### config.mk
export PLATFORM = sky130hd
export DESIGN_NAME = screen_select_ctrl
export DESIGN_NICKNAME = d
export VERILOG_FILES = /design/src/rtl/screen_select_ctrl.sv
export SDC_FILE = /design/constraint.sdc
export NUM_CORES = 1
export LEC_CHECK = 0
export CAP_MARGIN = 20
export CORE_MARGIN = 2
export CORE_UTILIZATION = 35
export CTS_CLUSTER_DIAMETER = 30
export CTS_CLUSTER_SIZE = 40
export DETAILED_ROUTE_END_ITERATION = 8
export PLACE_DENSITY = 0.7
export RECOVER_POWER = 25
export SLEW_MARGIN = 20
export SYNTH_ARGS = -nofsm -noshare
export SYNTH_HDL_FRONTEND = slang
export SYNTH_SLANG_ARGS = --single-unit
### constraint.sdc
create_clock -name clk -period 5.76 [get_ports clk]
set_input_delay 0.864 -clock clk [delete_from_list [all_inputs] [get_ports clk]]
set_output_delay 0.864 -clock clk [all_outputs]
set_load 0.005 [all_outputs]
### src/rtl/screen_select_ctrl.sv
// Pointer-driven screen selector: a left click on the current screen's hotspot jumps to its target
// screen, then further clicks are ignored for HOLDOFF cycles. Define SCREEN_CTRL_BACK_EN for right-click "back".
module screen_select_ctrl #(
    parameter int                  N_SCR   = 4,
    parameter int                  HOLDOFF = 16,
    parameter logic [12*N_SCR-1:0] HS_X0   = {12'hFFF, 12'hFFF, 12'd993,  12'd500},
    parameter logic [12*N_SCR-1:0] HS_X1   = {12'h000, 12'h000, 12'd1013, 12'd560},
    parameter logic [12*N_SCR-1:0] HS_Y0   = {12'hFFF, 12'hFFF, 12'd10,   12'd320},
    parameter logic [12*N_SCR-1:0] HS_Y1   = {12'h000, 12'h000, 12'd30,   12'd350},
    parameter logic [2*N_SCR-1:0]  HS_TGT  = {2'd0, 2'd0, 2'd0, 2'd1}
) (
    input  logic                 clk,
    input  logic                 rst,
    input  logic [11:0]          xpos,
    input  logic [11:0]          ypos,
    input  logic                 ButtonLeft,
    input  logic                 ButtonRight,
    input  logic [12*N_SCR-1:0]  rgb_in,
    output logic [11:0]          xpos_out,
    output logic [11:0]          ypos_out,
    output logic [11:0]          rgb,
    output logic [1:0]           screen,
    output logic                 changed
);

    localparam int CW = (HOLDOFF > 1) ? $clog2(HOLDOFF) : 1;

    typedef enum logic {IDLE, HOLD} state_t;

    state_t       r_state;
    logic [CW-1:0] r_cnt;
    logic [1:0]   r_screen;
    logic         r_changed;
    logic         r_btnLPrev;
    logic [11:0]  r_rgb;
    logic [11:0]  r_xpos;
    logic [11:0]  r_ypos;

    logic [11:0]  w_x0, w_x1, w_y0, w_y1;
    logic [1:0]   w_tgt;
    logic         w_hit;
    logic         w_clickL;
    logic         w_goFwd;
    logic         w_goBack;
    logic         w_change;
    logic [1:0]   w_nextScreen;
    logic [11:0]  w_rgbSel;

    // Hotspot and target of the screen currently shown.
    always_comb begin
        w_x0  = '0;
        w_x1  = '0;
        w_y0  = '0;
        w_y1  = '0;
        w_tgt = '0;
        for (int i = 0; i < N_SCR; i++) begin
            if (r_screen == 2'(i)) begin
                w_x0  = HS_X0[12*i +: 12];
                w_x1  = HS_X1[12*i +: 12];
                w_y0  = HS_Y0[12*i +: 12];
                w_y1  = HS_Y1[12*i +: 12];
                w_tgt = HS_TGT[2*i +: 2];
            end
        end
    end

    // An inverted range (X0 > X1 or Y0 > Y1) can never satisfy both bounds, so it never hits.
    assign w_hit    = (xpos >= w_x0) && (xpos <= w_x1) && (ypos >= w_y0) && (ypos <= w_y1);
    assign w_clickL = ButtonLeft && !r_btnLPrev;
    assign w_goFwd  = (r_state == IDLE) && w_clickL && w_hit && (w_tgt != r_screen)
                      && ({1'b0, w_tgt} < 3'(N_SCR));

`ifdef SCREEN_CTRL_BACK_EN
    logic       r_btnRPrev;
    logic [1:0] r_history;

    assign w_goBack     = (r_state == IDLE) && ButtonRight && !r_btnRPrev
                          && (r_history != r_screen) && !w_goFwd;
    assign w_nextScreen = w_goFwd ? w_tgt : (w_goBack ? r_history : r_screen);
`else
    logic w_unused;

    assign w_unused     = ButtonRight;
    assign w_goBack     = 1'b0;
    assign w_nextScreen = w_goFwd ? w_tgt : r_screen;
`endif

    assign w_change = w_goFwd || w_goBack;

    // Pixel source follows the next screen so rgb and screen switch on the same edge.
    always_comb begin
        w_rgbSel = rgb_in[11:0];
        for (int i = 0; i < N_SCR; i++) begin
            if (w_nextScreen == 2'(i)) begin
                w_rgbSel = rgb_in[12*i +: 12];
            end
        end
    end

    always_ff @(posedge clk) begin
        if (rst) begin
            r_state    <= IDLE;
            r_cnt      <= '0;
            r_screen   <= '0;
            r_changed  <= 1'b0;
            r_btnLPrev <= 1'b0;
            r_rgb      <= rgb_in[11:0];
`ifdef SCREEN_CTRL_BACK_EN
            r_btnRPrev <= 1'b0;
            r_history  <= '0;
`endif
        end else begin
            r_btnLPrev <= ButtonLeft;
            r_screen   <= w_nextScreen;
            r_changed  <= w_change;
            r_rgb      <= w_rgbSel;
`ifdef SCREEN_CTRL_BACK_EN
            r_btnRPrev <= ButtonRight;
            if (w_change) begin
                r_history <= r_screen;
            end
`endif
            case (r_state)
                IDLE: begin
                    if (w_change) begin
                        r_state <= HOLD;
                        r_cnt   <= CW'(HOLDOFF - 1);
                    end
                end
                HOLD: begin
                    if (r_cnt == '0) begin
                        r_state <= IDLE;
                    end else begin
                        r_cnt <= r_cnt - 1'b1;
                    end
                end
                default: r_state <= IDLE;
            endcase
        end
    end

    // Pointer coordinates are a plain one-cycle delay, independent of reset.
    always_ff @(posedge clk) begin
        r_xpos <= xpos;
        r_ypos <= ypos;
    end

    assign xpos_out = r_xpos;
    assign ypos_out = r_ypos;
    assign rgb      = r_rgb;
    assign screen   = r_screen;
    assign changed  = r_changed;

endmodule

==> results.yml, run 1 <==
outcome:
  status: "completed"
placed_design:
  gp_congestion: 0.827
  place_ws_ps: 1420
  portBuffers: 113
  dpl_cell_area_mm2: 0.00380
  place_inst: 481
  dp_hpwl_mm: 5.17
drt:
  vias: 2423
  drc: 0
  vias_per_cell: 4.96
  dr.pass1.iters: 4
  drt_iter0_drc: 70
  routedWlPerCell_um: 13.9
  wl_mm: 6.80
  antenna_left: 0
cells_and_area:
  n_antenna_cell: 0
  layout.cells.most_common_list: "clkdlybuf4s50_1, dfxtp_1, ha_1, nor2_1, a21oi_1"
  stdcell_area_mm2: 0.00391
  postLayoutCoreUtil_pct: 54.5
  final_common_cell: "clkdlybuf4s50_1"
  nets: 506
  drive_gt1_share_pct: 6.41
  area_delta_synth_final_pct: 52.1
  fillers: 634
  stdcell_count: 489
power_and_ir_drop:
  pwr_density_cell_mw_per_mm2: 177
  power_uw: 692
  total_leakage_power_nw: 1.55
  irDropWorstVdd_uv: 107
global_routing:
  grt_overflow_total: 0
  grt_use_total_pct: 16.5
  grt_pass1_vias: 2398
  grt_pass1_wl_mm: 10.9
  antenna_found_initial: 0
  grt_max_degree: 25
die:
  placement_rows: 31
  die_w_um: 89.7
  io-pin-count: 115
  core_mm2: 0.00718
  die_area_mm2: 0.00805
  die_h_um: 89.7
  initial_core_util_pct: 35.9
synth:
  yosysTopAreaCellShare_pct: 35.0
  avgSynthCellArea_um2: 9.32
  yosys_warnings: 0
  yosys_most_used_dff: "dfxtp_1"
  syn_inst: 276
  async_flop_share_pct: 0
  syn_area_mm2: 0.00257
  synth-seq-cells: 45
  synth_cell_type_count: 43
  seq_area_frac_synth_pct: 35.0
  synth_edf_count: 0
  yosys-top-cells-area: "dfxtp_1, ha_1, a21oi_1"
  synth_top_area_cell: "dfxtp_1"
cts:
  insertion_delay_ps: 290
  cts_tree: "done"
  ctsHoldBuffers: 0
  cts_max_level: 2
  post-cts-setup-buffers: 0
  cts-root-buf: "clkbuf_8"
  cts.sinks: 45
  clk_pin_slew_ps: 80
  post_cts_resized: 0
  numCtsBuffers: 5
  clockBufferDepth: 2
sta:
  hold_viol: 0
  min_period_ps: 4110
  fmax_mhz: 243
  slew_headroom_pct: 38.6
  final_max_slew_viol_count: 0
  worst_slack_ps: 1650
  worstMarginPinSlew_ps: 918
  finalSetupViolations: 0
  period_share_pct: 71.3
  rsz0062_at_grt: "no"
  holdWs_ps: 483
  tns_ps: 0
  worst_clock_skew_ps: 3.72
critical_path:
  rr_worst_depth: 12
  crit_path_start_kind: "register"
  slowest_stage: "inv_1"
  crit_chain: "inv_1, nand2_1, inv_1, ha_1, o21ai_0, a21oi_1, o311ai_0, nand2_1, nand4b_1, buf_6, mux2_2, o2bb2ai_1"
  cp.arrival_ps: 4320
  worst-setup-path-type: "reg -> reg"
  critPathMaxStageDelay_ps: 530
  end_kind: "register"
  crit_required_ps: 5970
  worstPathMaxFanout: 15
flow_run:
  cap_viol_max_count: 0
hold_path:
  whs_path_depth: 2
  holdCritPathClass: "reg -> reg"
## state kept, by name, indices dropped and copies added (netlist names)
register / cells
screen: 2
rgb: 12
changed: 1
r_state: 1
xpos_out: 12
r_btnLPrev: 1
ypos_out: 12
r_cnt: 4
## report_power, final
group / switching, mW / internal, mW / total, mW
clock network: 0.105 / 0.126 / 0.231
logic: 0.0472 / 0.0851 / 0.132
registers: 0.00321 / 0.325 / 0.328
total: 0.155 / 0.536 / 0.692
## metal layers
metal	GRT usage (%)	wire length, µm	share of wire (%)	vias up
met5	0	0	0	-
met4	5.77	84	1.2	0
met3	5.03	447	6.6	6
met2	28.6	3340	49	84
met1	19.3	2930	43	1107
li1	-	-	-	1226
## final timing paths
path | startpoint | endpoint | slack [ps]
worst max register to register | screen[1] | rgb[1] | 1650
worst max-delay path | screen[1] | rgb[1] | 1650
worst min register to register | r_cnt[0] | r_cnt[0] | 480
worst min-delay path | r_cnt[0] | r_cnt[0] | 480
## cells by family after synthesis
group	after synthesis	synth area share, %
adder cells (fa/ha/maj)	40	19.5
AO/OA/AOI/OAI	62	16.1
AND/OR/NAND/NOR	79	14.7
buffers and inverters	22	3.65
flip-flops	45	35.0
multiplexers	25	10.3
other	1	0.146
XOR/XNOR	2	0.681
## final cells by class
type | count | area [µm²] | share of cell area [%]
inverter | 10 | 37.5 | 0.959
tap | 99 | 124 | 3.17
clock inverter | 2 | 35.0 | 0.895
sequential | 45 | 901 | 23.0
clock buffer | 5 | 68.8 | 1.76
timing repair buffer | 116 | 1160 | 29.6
multi-input combinational | 212 | 1590 | 40.6
## worst max-delay path: cells and delay by family (launching register included)
family,cells,cell delay (ps)
buffers and inverters,3,1280
AND/OR/NAND/NOR,3,830
AO/OA/AOI/OAI,4,710
flip-flops,1,510
adder cells (fa/ha/maj),1,350
multiplexers,1,350
## synthesized netlist by cell type, drive strengths merged (2+ instances only)
| cell | count |
|---|---|
| nor2 | 27 |
| a31oi | 2 |
| nor3b | 2 |
| clkbuf | 6 |
| nor4b | 2 |
| a211oi | 2 |
| nor3 | 2 |
| o21ai | 8 |
| a21oi | 27 |
| inv | 10 |
| nand2 | 26 |
| buf | 6 |
| o211ai | 3 |
| o2bb2ai | 11 |
| ha | 40 |
| a221oi | 3 |
| dfxtp | 45 |
| mux2i | 13 |
| mux2 | 12 |
| nand4 | 5 |
| nand4b | 2 |
| nand3 | 4 |
| nor4 | 2 |
(Power assumes the default switching activity.)
==> run 2, diff against run 1 <==
==> constraint.sdc (replaced) <==
create_clock -name clk -period 4.1 [get_ports clk]
set_input_delay 0.615 -clock clk [delete_from_list [all_inputs] [get_ports clk]]
set_output_delay 0.615 -clock clk [all_outputs]
set_load 0.005 [all_outputs]
==> results.yml, run 2 (synthesized netlist as in run 1, its figures left out) <==
drt:
  routedWlPerCell_um: 13.6
  wl_mm: 6.65
  dr.pass1.iters: 4
  antenna_left: 0
  vias_per_cell: 4.93
  drt_iter0_drc: 61
  vias: 2419
  drc: 0
power_and_ir_drop:
  clkPwrFrac_pct: 30.4
  intPower_uw: 709
  power_switching_uw: 218
  total_leakage_power_nw: 1.55
  switching_share_pct: 23.5
  irDropWorstVdd_uv: 138
  seqPwrFrac_pct: 49.7
  pwr_density_cell_mw_per_mm2: 237
  comb_power_share_pct: 19.9
flow_run:
  cap_viol_max_count: 0
critical_path:
  cp.arrival_ps: 3610
  crit_path_start_kind: "register"
  worstReg2RegEnd: "rgb[11]"
  worstPathMaxFanout: 20
  critPathLaunch: "screen[1]"
  r2r-start: "screen[1]"
  r2r_slack_ps: 690
  crit_path_end: "rgb[11]"
  crit_chain: "inv_1, nand2_1, inv_1, ha_1, o21ai_0, a21oi_1, o311ai_0, nand2_1, nand4b_1, buf_4, mux2_2, o2bb2ai_1"
  slowest_stage: "dfxtp_1"
  worst-path-buf-inv: 3
  rr_worst_depth: 12
  crit_family: "compound AO/OA/AOI/OAI gates"
  critPathMaxStageDelay_ps: 660
  cp.depth: 12
  end_kind: "register"
  crit_required_ps: 4300
  worst-setup-path-type: "reg -> reg"
cts:
  cts_tree: "done"
  insertion_delay_ps: 300
  cts_max_level: 2
  numCtsBuffers: 5
  post_cts_resized: 0
  clockBufferDepth: 2
  cts.sinks: 45
  post-cts-setup-buffers: 0
  ctsHoldBuffers: 0
  cts-root-buf: "clkbuf_8"
  clk_pin_slew_ps: 80
cells_and_area:
  nets: 508
  area_delta_synth_final_pct: 52.0
  stdcell_count: 491
  n_antenna_cell: 0
  fillers: 653
  drive_gt1_share_pct: 6.89
  layout.cells.most_common_list: "clkdlybuf4s50_1, dfxtp_1, ha_1, nor2_1, a21oi_1"
  final_common_cell: "clkdlybuf4s50_1"
sta:
  worstMarginPinSlew_ps: 911
  finalSetupViolations: 0
  final_max_slew_viol_count: 0
  tns_ps: 0
  holdWs_ps: 491
  worst_clock_skew_ps: 6.82
  hold_viol: 0
  slew_headroom_pct: 39.0
  period_share_pct: 83.2
  fmax_mhz: 293
  rsz0062_at_grt: "no"
  min_period_ps: 3410
die:
  initial_core_util_pct: 35.9
  io-pin-count: 115
  core_mm2: 0.00718
  die_w_um: 89.7
  die_area_mm2: 0.00805
  placement_rows: 31
  die_h_um: 89.7
placed_design:
  gp_congestion: 0.795
  dp_hpwl_mm: 5.24
  place_inst: 484
  portBuffers: 113
global_routing:
  grt_max_degree: 25
  grt_pass1_vias: 2350
  antenna_found_initial: 0
  grt_use_total_pct: 16.4
  grt_pass1_wl_mm: 10.9
  grt_overflow_total: 0
outcome:
  status: "completed"
hold_path:
  whs_path_depth: 2
  holdCritPathClass: "reg -> reg"
[run 2: cell types whose count changed in the layout (fill, tap and decap cells not counted)]
cell        previous run  this run
bufinv_16              1         0
buf_6                  1         0
clkbuf_8               5         6
clkinv_2               1         0
clkinvlp_4             0         1
buf_4                  2         5
[run 2: routing by layer]
metal	GRT usage [%]	share of wire [%]	vias to the layer above
met5	0	0	-
met3	5.62	7.2	11
met2	27.4	46	81
met4	5.38	1.8	0
li1	-	-	1236
met1	19.7	45	1091
[run 2: metrics by stage]
step / power, mW / area (µm²) / setup WS, ps / util (%)
final: 0.928 / 3910 / 691 / 54.5
after global routing: 0.981 / 3910 / 328 / 54.5
after CTS: 0.944 / 3910 / 708 / 54.5
after detailed placement: 0.661 / 3820 / 733 / 53.2
after global placement: 0.656 / 3820 / 817 / 53.2
after floorplan: 0.530 / 2580 / 1000 / -
[run 2: worst min-delay path by stage]
stage               startpoint  slack (ps)  endpoint
finish                r_cnt[0]         490  r_cnt[0]
global route          r_cnt[0]         540  r_cnt[0]
CTS                   r_cnt[0]         490  r_cnt[0]
global placement      r_cnt[0]         470  r_cnt[0]
floorplan             r_cnt[0]         460  r_cnt[0]
detailed placement    r_cnt[0]         480  r_cnt[0]
[run 2: worst register-to-register path, cell delays in order (launching register included)]
cell	delay, ps
dfxtp_1	660
inv_1	120
nand2_1	230
inv_1	260
ha_1	350
o21ai_0	160
a21oi_1	70
o311ai_0	350
nand2_1	200
nand4b_1	140
buf_4	270
mux2_2	370
o2bb2ai_1	150
[run 2: cell type report]
type | count | area, µm² | area share, %
well taps | 99 | 124 | 3.17
repair buffers | 118 | 1170 | 29.9
clock buffers | 6 | 82.6 | 2.11
clock inverters | 1 | 7.51 | 0.192
multi-input cells | 212 | 1590 | 40.6
flip-flops and latches | 45 | 901 | 23.0
inverters | 10 | 37.5 | 0.960
[run 2: power groups by stage]
stage / Sequential [mW] / Combinational, mW / Clock [mW]
floorplan: 0.475 / 0.0549 / 0
global placement: 0.472 / 0.184 / 0
detailed placement: 0.472 / 0.189 / 0
CTS: 0.461 / 0.190 / 0.293
global route: 0.463 / 0.203 / 0.314
finish: 0.461 / 0.185 / 0.282
==> edit (settings of run 2) <==
Change the parameter `N_SCR` from 4 to 5.
--- a/src/rtl/screen_select_ctrl.sv
+++ b/src/rtl/screen_select_ctrl.sv
@@ -3,3 +3,3 @@
 module screen_select_ctrl #(
-    parameter int                  N_SCR   = 4,
+    parameter int                  N_SCR   = 5,
     parameter int                  HOLDOFF = 16,
Interface: changed (resized rgb_in); port bits go from 115 to 127. The function was not compared with the original's and may differ.
==> edit against run 2 <==
Die area rose by 0.14%. Total power up 7.6%. Sequential power up 0.9%. Wire length rose by 1.1%. Sequential cell count unchanged. Worst setup slack better by 0.47 ns. Non-clock buffer count grew 11. Cell area increased by 2.1%. Synthesized area grew 0.15%. Largest power group unchanged.
==> edit: results (changes against run 2) <==
- Pre-CTS WS: 1.025 ns (+0.2919 ns)
- Slowest cell on the critical path: inv_1
- Syn Area/Cell: 9.542 um2 (+2.4%)
- Maximum vdd drop: 136.8 uV (-0.53%)
- Dominant cells by area after synthesis: dfxtp_1 35%, ha_1 18%, mux2i_1 5.1%
- Detailed Route Iter0 Violations: 41 (-33%)
- Adder-Cell Fraction of Synth Area: 18.46% (-1.0 points)
- Largest net degree at the start of global routing: 34 (+36%)
- Nets: 520 (+2.4%)
- Met2 WL: 3406 um (+11%)
- Post-CTS Setup Bufs: 0 (unchanged)
- Routed metal-1 wire length: 2837 um (-4.5%)
- Placed cell count: 486 (+0.41%)
- M1 GR Usage: 19.00% (-0.71 points)
- Sequential area share after synthesis: 34.97% (-0.051 points)
- CP max FO: 28 (+40%)
- PortBufs: 125 (+11%)
- Met3 usage: 4.107% (-1.5 points)
- XOR/XNOR Fraction of Synth Area: 0.6799% (-0.00099 points)
- Met3 Wirelength: 364 um (-24%)
- Synth Warn #: 0 (unchanged)
- DRT Wirelength: 6728 um (+1.1%)
- Critical Path AT: 3.15 ns (-0.46 ns)
- CTS H-tree lvls: 2 (unchanged)
- CP delay by family, top: buffers and inverters
- Fillers: 649 (-0.61%)
- Dpl hpwl: 5363 um (+2.3%)
- Clk tree area frac: 2.600% (+0.30 points)
- Layout cells sized above 1: 9.898% (+3.0 points)
- Least-Margin Pin Slew: 0.8978 ns (-0.01366 ns)
- Final setup vio count: 0 (unchanged)
- Top layer in use: met4
- Setup Skew: 0.006209 ns (-0.0006089 ns)
- Final non-filler cell area: 3994 um2 (+2.1%)
- Clk_lat worst skew: 0.30 ns (about the same)
- First-pass GRT wire length: 10980 um (+1.1%)
- Mux contribution to synthesized area: 5.051% (-5.3 points)
- Via count: 2388 (-1.3%)
- Outcome: completed
- Inverters: 9 (-1)
- Met2 GRT Util: 29.73% (+2.3 points)
- #MultiIn Comb: 204 (-3.8%)
- GRT Overall Usage: 16.33% (-0.023 points)
- Final-layout clock buffer total: 5 (-1)
- Vias/cell: 4.844 (-1.7%)
- Top cells by count, synth: 45 x dfxtp_1, 38 x ha_1, 25 x nand2_1
- Leak Pwr: 1.525 nW (-1.4%)
- Non-clock buffers: 129 (+9.3%)
- Area of the multi-input gates: 1555 um2 (-2.1%)
- Post-DP Area: 3890 um2 (+1.8%)
- Non-clock buffer share: 31.95% (+2.1 points)
- Compound-Gate Fraction of Synth Area: 21.56% (+5.5 points)
- Clock root cell: clkbuf_8
- Routability cong.: 0.7486 (-5.8%)
- Max-slew violation count: 0 (unchanged)
- TritonRoute pass-1 iters: 4 (unchanged)
- Die Area: 8063 um2 (+0.14%)
- Register area: 900.9 um2 (unchanged)
-- edit: cell count changes after synthesis, moves of 3 or more --
cell / delta
a21oi_2: +14
o21ai_0: +12
nor2b_1: +14
a211oi_1: +3
o211ai_1: -3
nor2_1: -20
mux2_2: -12
o21ai_2: +8
o2bb2ai_1: -11
a21oi_1: -4
-- edit: worst paths after layout --
path,from,end,slack (ns),cells after the start
setup / recovery,screen[1]$_SDFF_PP0_,r_cnt[1]$_SDFFE_PP0P_,1.16,10
hold / removal,r_cnt[0]$_SDFFE_PP0P_,r_cnt[0]$_SDFFE_PP0P_,0.50,1
setup reg to reg,screen[1]$_SDFF_PP0_,r_cnt[1]$_SDFFE_PP0P_,1.16,10
hold reg to reg,r_cnt[0]$_SDFFE_PP0P_,r_cnt[0]$_SDFFE_PP0P_,0.50,1
-- edit: where the power goes --
group,internal [W],total [W],switching [W]
Clock,0.000177,0.000328,0.000150
Combinational,0.000137,0.000206,0.0000684
Sequential,0.000459,0.000465,0.00000564
Total,0.000774,0.000998,0.000224
